### src/rtl/fifo_pkg.sv
// Shared definitions for the read-domain synchronous FIFO: pointer sizing,
// read-mode encodings and the output data reset value.
package fifo_pkg;

    localparam int FWFT_OFF = 0;
    localparam int FWFT_ON  = 1;

    // Every bit of o_dat resets to this value.
    localparam logic ODAT_RST_BIT = 1'b0;

    // One extra MSB beyond the address bits lets full and empty be told apart.
    function automatic int ptr_w(input int depth);
        return $clog2(depth) + 1;
    endfunction

endpackage

### src/rtl/fifo_ptr_ctrl.sv
// Pointer, accept, occupancy/flag decode and sticky error logic for rd_sync_fifo.
// Status outputs are decoded purely from the registered pointers.
module fifo_ptr_ctrl
    import fifo_pkg::*;
#(
    parameter int DEPTH     = 16,
    parameter int AF_THRESH = DEPTH - 2,
    parameter int AE_THRESH = 2,
    localparam int PW       = ptr_w(DEPTH),
    localparam int AW       = PW - 1
) (
    input  logic          r_clk,
    input  logic          rst,
    input  logic          w_en,
    input  logic          r_en,
    input  logic          clr_err,
    output logic          wr_acc,
    output logic          rd_acc,
    output logic [AW-1:0] waddr,
    output logic [AW-1:0] raddr,
    output logic          full,
    output logic          almost_full,
    output logic          empty,
    output logic          almost_empty,
    output logic [PW-1:0] count,
    output logic          overflow,
    output logic          underflow
);

    localparam logic [PW-1:0] DEPTH_C = PW'(DEPTH);
    localparam logic [PW-1:0] AF_C    = PW'(AF_THRESH);
    localparam logic [PW-1:0] AE_C    = PW'(AE_THRESH);

    logic [PW-1:0] wptr;
    logic [PW-1:0] rptr;

    // Pointers span 2*DEPTH, so plain subtraction wraps to the true occupancy.
    assign count        = wptr - rptr;
    assign full         = (count == DEPTH_C);
    assign empty        = (count == '0);
    assign almost_full  = (count >= AF_C);
    assign almost_empty = (count <= AE_C);

    assign waddr = wptr[AW-1:0];
    assign raddr = rptr[AW-1:0];

    // A write into a full FIFO is fine when a read frees a slot in the same cycle.
    assign rd_acc = r_en & ~empty;
    assign wr_acc = w_en & (~full | rd_acc);

    // NOTE: state registers use non-blocking assignments so every flop samples
    // the pre-edge values regardless of statement order.
    always_ff @(posedge r_clk or posedge rst) begin
        if (rst) begin
            wptr      <= '0;
            rptr      <= '0;
            overflow  <= 1'b0;
            underflow <= 1'b0;
        end else begin
            if (wr_acc) wptr <= wptr + PW'(1);
            if (rd_acc) rptr <= rptr + PW'(1);

            // A new error event in the same cycle as clr_err keeps the flag set.
            if (w_en & full & ~rd_acc) overflow <= 1'b1;
            else if (clr_err)          overflow <= 1'b0;

            if (r_en & empty)          underflow <= 1'b1;
            else if (clr_err)          underflow <= 1'b0;
        end
    end

endmodule

### src/rtl/rd_sync_fifo.sv
// Read-domain re-buffering FIFO between the async FIFO and the FIR datapath,
// with standard or first-word-fall-through read mode.
module rd_sync_fifo
    import fifo_pkg::*;
#(
    parameter int WIDTH     = 5,
    parameter int DEPTH     = 16,
    parameter int AF_THRESH = DEPTH - 2,
    parameter int AE_THRESH = 2,
    parameter int FWFT      = 0
) (
    input  logic                     r_clk,
    input  logic                     rst,
    input  logic                     w_en,
    input  logic [WIDTH-1:0]         i_dat,
    input  logic                     r_en,
    input  logic                     clr_err,
    output logic [WIDTH-1:0]         o_dat,
    output logic                     o_valid,
    output logic                     full,
    output logic                     almost_full,
    output logic                     empty,
    output logic                     almost_empty,
    output logic [ptr_w(DEPTH)-1:0]  count,
    output logic                     overflow,
    output logic                     underflow
);

    localparam int AW = ptr_w(DEPTH) - 1;

    if (WIDTH < 1) begin : g_bad_width
        $error("rd_sync_fifo: WIDTH must be >= 1");
    end
    if (DEPTH < 4 || (DEPTH & (DEPTH - 1)) != 0) begin : g_bad_depth
        $error("rd_sync_fifo: DEPTH must be a power of two >= 4");
    end
    if (AF_THRESH < 1 || AF_THRESH > DEPTH) begin : g_bad_af
        $error("rd_sync_fifo: AF_THRESH out of range 1..DEPTH");
    end
    if (AE_THRESH < 0 || AE_THRESH > DEPTH - 1) begin : g_bad_ae
        $error("rd_sync_fifo: AE_THRESH out of range 0..DEPTH-1");
    end
    if (FWFT != FWFT_OFF && FWFT != FWFT_ON) begin : g_bad_mode
        $error("rd_sync_fifo: FWFT must be 0 or 1");
    end

    logic          wr_acc;
    logic          rd_acc;
    logic [AW-1:0] waddr;
    logic [AW-1:0] raddr;

    fifo_ptr_ctrl #(
        .DEPTH     (DEPTH),
        .AF_THRESH (AF_THRESH),
        .AE_THRESH (AE_THRESH)
    ) u_ptr_ctrl (
        .r_clk        (r_clk),
        .rst          (rst),
        .w_en         (w_en),
        .r_en         (r_en),
        .clr_err      (clr_err),
        .wr_acc       (wr_acc),
        .rd_acc       (rd_acc),
        .waddr        (waddr),
        .raddr        (raddr),
        .full         (full),
        .almost_full  (almost_full),
        .empty        (empty),
        .almost_empty (almost_empty),
        .count        (count),
        .overflow     (overflow),
        .underflow    (underflow)
    );

    logic [WIDTH-1:0] mem [DEPTH];

    // NOTE: the storage array has no reset; the pointers alone decide which
    // words are valid, so clearing it would only cost a reset net on every bit.
    always_ff @(posedge r_clk) begin
        if (wr_acc) mem[waddr] <= i_dat;
    end

    if (FWFT == FWFT_ON) begin : g_fwft
        // Head word is presented directly; r_en only acknowledges it.
        logic unused_rd_acc;
        assign unused_rd_acc = rd_acc;
        assign o_dat         = mem[raddr];
        assign o_valid       = ~empty;
    end else begin : g_std
        logic [WIDTH-1:0] dat_q;
        logic             valid_q;

        // o_dat holds its last word when nothing is read.
        always_ff @(posedge r_clk or posedge rst) begin
            if (rst) begin
                dat_q   <= {WIDTH{ODAT_RST_BIT}};
                valid_q <= 1'b0;
            end else begin
                valid_q <= rd_acc;
                if (rd_acc) dat_q <= mem[raddr];
            end
        end

        assign o_dat   = dat_q;
        assign o_valid = valid_q;
    end

endmodule

### config.mk
export PLATFORM = sky130hd
export DESIGN_NAME = rd_sync_fifo
export DESIGN_NICKNAME = d
export VERILOG_FILES = /design/src/rtl/fifo_pkg.sv /design/src/rtl/fifo_ptr_ctrl.sv /design/src/rtl/rd_sync_fifo.sv
export SDC_FILE = /design/constraint.sdc
export NUM_CORES = 1
export LEC_CHECK = 0
export CAP_MARGIN = 20
export CORE_UTILIZATION = 39
export CTS_CLUSTER_DIAMETER = 80
export CTS_CLUSTER_SIZE = 20
export DETAILED_ROUTE_END_ITERATION = 8
export PLACE_DENSITY = 0.6
export REMOVE_ABC_BUFFERS = 1
export SYNTH_ARGS = -nofsm -noshare
export SYNTH_HDL_FRONTEND = slang
export SYNTH_SLANG_ARGS = --single-unit
### constraint.sdc
create_clock -name r_clk -period 3.1 [get_ports r_clk]
set_clock_uncertainty 0.2 [all_clocks]
set_input_delay 0.62 -clock r_clk [delete_from_list [all_inputs] [get_ports r_clk]]
set_output_delay 0.62 -clock r_clk [all_outputs]
set_load 0.02 [all_outputs]
Word-level counts from Yosys, hierarchy flattened:

Memories as Yosys holds them, arrays and structs flattened. A register that Yosys moved wholly into a read port is not among the register bits.
Index checks and enable logic that the tools add are counted.

* ROM bits: 0
* input port bits: 10
* logic and storage cells: 29
* memories: 1
* RAM bits: 80
* latch bits: 0
* register bits after elaboration: 13

Memory list
* mem: depth 16, width 5, rd ports 1, clocked after memory_dff 1, wr ports 1, RTL line rd_sync_fifo.sv:75 `logic [WIDTH-1:0] mem [DEPTH];`

* equal/unequal tests: 1
* multiply operators: 0
* bitwise gates (word level): 9
* magnitude comparators: 2
* muxes and demuxes: 5
* $add $sub $neg: 3
* divide/modulo/power cells: 0
* reduce and logical (&&, ||, !) cells: 3
* shift operators: 0

Operator list (number)
* $add A5 B1 Y5 const B: 2
* $and A1 B1 Y1: 5
* $eq A5 B5 Y1 const B: 1
* $ge A5 B4 Y1 const B: 1
* $le A5 B2 Y1 const B: 1
* $logic_not A5 Y1: 1
* $mux W1: 5
* $sub A5 B5 Y5: 1
* $reduce_bool A2 Y1: 2
* $not A1 Y1: 3
* $or A1 B1 Y1: 1

Logic depth before layout (Yosys ltp):

* word-level depth: 8
* mapped depth: 9
* mapped depth without buffers: 9

Cells and area by module:

Synthesis repeated with hierarchy kept, for this count alone.

* cells, all modules: 277
* area, all modules: 4349.2 um^2

By module, submodules not included
* rd_sync_fifo: area an instance 3427.0 um^2, instances 1, seq. area each 2552.4 um^2, cells an instance 191
* fifo_ptr_ctrl: area an instance 922.1 um^2, instances 1, seq. area each 300.3 um^2, cells an instance 86

Least setup slack after synthesis:

Ideal clock, no wire load.

* path kind: flip-flop to output port
* start: register u_ptr_ctrl.wptr[0]
* end: output almost_empty
* path slack: -0.821 ns
* cell stages (with the launch flop): 9
* required time: 2.280 ns
* arrival time: 3.101 ns
* cells stage by stage: dfrtp_1 > inv_1 > ha_1 > fa_1 > nand2b_1 > a21oi_1 > xor2_2 > inv_2 > a2111oi_0

* cells in the longest elaborated chain, start to end: 2

Ends and longest elaborated chain
* start: declaration: RTL line fifo_ptr_ctrl.sv:34 `logic [PW-1:0] wptr;`
* start signal: assignment: RTL line fifo_ptr_ctrl.sv:60 `if (wr_acc) wptr <= wptr + PW'(1);`
* $sub A5 B5 Y5: RTL line fifo_ptr_ctrl.sv:38 `assign count = wptr - rptr;`
* net count[4]: RTL line rd_sync_fifo.sv:24 `output logic [ptr_w(DEPTH)-1:0] count,`
* $le A5 B2 Y1: RTL line fifo_ptr_ctrl.sv:42 `assign almost_empty = (count <= AE_C);`
* end: declaration: RTL line rd_sync_fifo.sv:23 `output logic almost_empty,`

The timed path passes the listed nets, and every way through them passes these cells.

Worst setup path in the final report:

* start: register u_ptr_ctrl.rptr[0]
* end: output almost_full

* cells in the longest elaborated chain, start to end: 2

Ends and longest elaborated chain
* start: declaration: RTL line fifo_ptr_ctrl.sv:35 `logic [PW-1:0] rptr;`
* start signal: assignment: RTL line fifo_ptr_ctrl.sv:61 `if (rd_acc) rptr <= rptr + PW'(1);`
* $sub A5 B5 Y5: RTL line fifo_ptr_ctrl.sv:38
* $ge A5 B4 Y1: RTL line fifo_ptr_ctrl.sv:41 `assign almost_full = (count >= AF_C);`
* end: declaration: RTL line rd_sync_fifo.sv:21 `output logic almost_full,`

No other way between the ends.

==> summary.txt <==
CTS
  • CTS tree: yes
  • Hold-fix buffers, CTS: 0
  • Root Buffer Master: clkbuf_8
  • CTS Buffer Depth: 2
  • Inserted Clock Buffers: 9
  • CTS sink count: 98
  • Clock transition at path regs: 100 ps
  • Clk Latency, worst-skew pair: 370 ps
  • H-tree levels: 3

GRT
  • Number of global-route vias before repair: 2298
  • Initial antenna violation count: 0
  • Grt total ovfl: 0
  • Global-route wire length before repair: 12700 µm
  • Largest net degree at the start of global routing: 24
  • Total global routing track utilization: 0.161

Power and ir drop
  • Power per cell area: 1160 nW/µm²
  • Peak supply drop: 0.644 mV
  • Leak: 1.84 nW
  • Pwr Total: 5.97 mW

Routing
  • Remaining antenna violation count: 0
  • DR iter-0 viols: 148
  • Final WL: 8390 µm
  • Pre-antenna DRT Iters: 4
  • Vias per std cell: 5.13
  • Vias: 2322
  • DR WL/cell: 18.5 µm
  • Residual DRC: 0

Synth
  • Cells after synthesis: 245
  • FF+latch count, synth: 98
  • Primary FF master, synth: edfxtp_1
  • Avg Inst Size Synth: 17.0 µm²
  • Sequential share of the synthesized area: 0.687
  • Post-synth EDFFs: 80
  • Synth Cell Area: 4160 µm²
  • Warnings from Yosys: 0
  • Asr flop ratio synth: 0.184
  • Post-synthesis cell type count: 38

Outcome
  • Status: finished, violations left
  • Failing checks: setup timing

Die
  • IO Count: 27
  • Initial cell density of the core: 0.402
  • DIE AREA: 11100 µm²
  • Core box area: 10300 µm²
  • Die width: 105 µm
  • Row cnt: 37
  • Die height: 105 µm

Setup path
  • Startpoint Class: flip-flop
  • Crit Path Max Fanout: 4
  • CP Data Required Time: 2280 ps
  • Critical Path AT: 2350 ps
  • Critical path class: flip-flop to output pin
  • Critical Path End Type: output pin

STA
  • Setup ws final: -69.3 ps
  • RSZ-0062 raised after global routing: true
  • Slew @ Worst Pin: 780 ps
  • Final Max Tran Viols: 0
  • Fmax: 316 MHz
  • Final hold vios: 0
  • Crit share post-route: 1.02
  • Setup Viol. Count Final: 3
  • Relative slew slack: 0.479
  • Tmin final: 3170 ps

Cells and area
  • Antenna diodes: 0
  • Most frequent cells in the layout: 80 x edfxtp_1, 36 x buf_4, 20 x mux4_2, 18 x clkdlybuf4s50_1, 18 x dfrtp_1
  • Area Overhead vs Synth: 23.9%
  • Layout cells sized above 1: 0.356
  • Commonest non-fill, non-tap cell in the layout: edfxtp_1
  • Final net count: 332

Flow run
  • Max_cap viols: 0

Worst hold path
  • Hold WC Path Type: flip-flop to flip-flop

Place
  • Port Buffers: 26
  • DP Worst Slack: -376 ps
  • Placer Congestion: 0.805
  • DP HPWL: 5600 µm
==> worst max-delay path: stages (launching register included) <==
cell and delay [ps]:
dfrtp_1 420, ha_4 170, fa_2 360, nand2b_4 160, a21oi_4 130, xor2_2 210, inv_2 70, buf_6 130
a31o_4 200, buf_6 120
==> cell usage after synthesis (all sizes together) (2+ instances only) <==
| library cell | count | area, µm² |
|---|---|---|
| a21oi | 2 | 10.0 |
| a22o | 2 | 17.5 |
| a22oi | 10 | 75.1 |
| buf | 4 | 18.8 |
| clkbuf | 4 | 15.0 |
| dfrtp | 18 | 450 |
| edfxtp | 80 | 2400 |
| ha | 9 | 113 |
| inv | 13 | 48.8 |
| mux2 | 7 | 78.8 |
| mux4 | 20 | 450 |
| nand2 | 11 | 41.3 |
| nand2b | 2 | 12.5 |
| nand3 | 6 | 30.0 |
| nor2 | 22 | 82.6 |
| nor3 | 4 | 20.0 |
| o21ai | 3 | 26.3 |
| o311ai | 3 | 26.3 |
| o31ai | 3 | 32.5 |
| xnor2 | 8 | 70.1 |
| xor2 | 3 | 33.8 |
==> power breakdown <==
group          internal, mW  switching, mW  leakage (nW)
combinational          1.60           1.86         0.816
clock                 0.299          0.469        0.0872
sequential             1.66         0.0846         0.941
total                  3.55           2.41          1.84
==> state kept, by name (all words and copies together), names as in the netlist <==
name                  flops
u_ptr_ctrl.underflow      1
o_valid                   1
u_ptr_ctrl.rptr           5
o_dat                     5
u_ptr_ctrl.wptr           5
u_ptr_ctrl.overflow       1
mem                      80
==> final timing paths <==
kind,from,to,cells after the start,slack (ps)
max in group asynchronous,rst,o_dat[0],2,1730
setup reg to reg,u_ptr_ctrl.rptr[0],mem[1][3],11,100
hold reg to reg,u_ptr_ctrl.rptr[4],u_ptr_ctrl.rptr[4],1,290
hold / removal,u_ptr_ctrl.rptr[4],u_ptr_ctrl.rptr[4],1,290
min in group asynchronous,rst,u_ptr_ctrl.underflow,2,480
setup / recovery,u_ptr_ctrl.rptr[0],almost_full,9,-70
==> per-layer routing <==
metal / track usage / part of all wire
met3: 0.0297 / 0.030
met5: 0 / 0
met2: 0.241 / 0.47
met4: 0.0785 / 0.025
met1: 0.228 / 0.47
==> timing repair <==
| item | in CTS | in global routing |
|---|---|---|
| resized for setup | 42 | 21 |
| setup buffers | 2 | 2 |
| setup endpoints to repair | 84 | 83 |
| pin swaps | 3 | 6 |
==> metrics by stage <==
| step | setup TNS [ps] | utilization | hold slack [ps] | std cells | area, µm² |
|---|---|---|---|---|---|
| 3_3_place_gp | -3910 | 0.467 | 280 | 435 | 4820 |
| 4_1_cts | -200 | 0.490 | 298 | 452 | 5060 |
| 3_5_place_dp | -5900 | 0.467 | 282 | 435 | 4820 |
| 5_1_grt | -431 | 0.499 | 306 | 453 | 5150 |
| 2_1_floorplan | -85570 | - | 265 | 237 | 4120 |
| 6_report | -122 | 0.499 | 293 | 453 | 5150 |
==> final cells by class <==
type,instances,area (µm²)
Clock buffer,9,124
Multi-Input combinational cell,126,1360
Fill cell,849,5170
Timing Repair Buffer,64,543
Tap cell,136,170
Inverter,13,48.8
Clock inverter,7,52.6
Sequential cell,98,2850
==> logic make-up after synthesis <==
family,count (synthesis),share of synthesized area
AO/OA/AOI/OAI,27,0.0533
adder cells (fa/ha/maj),10,0.0319
flip-flops,98,0.687
AND/OR/NAND/NOR,50,0.0536
XOR/XNOR,11,0.0250
buffers and inverters,21,0.0199
multiplexers,28,0.130
(Power assumes the default switching activity.)
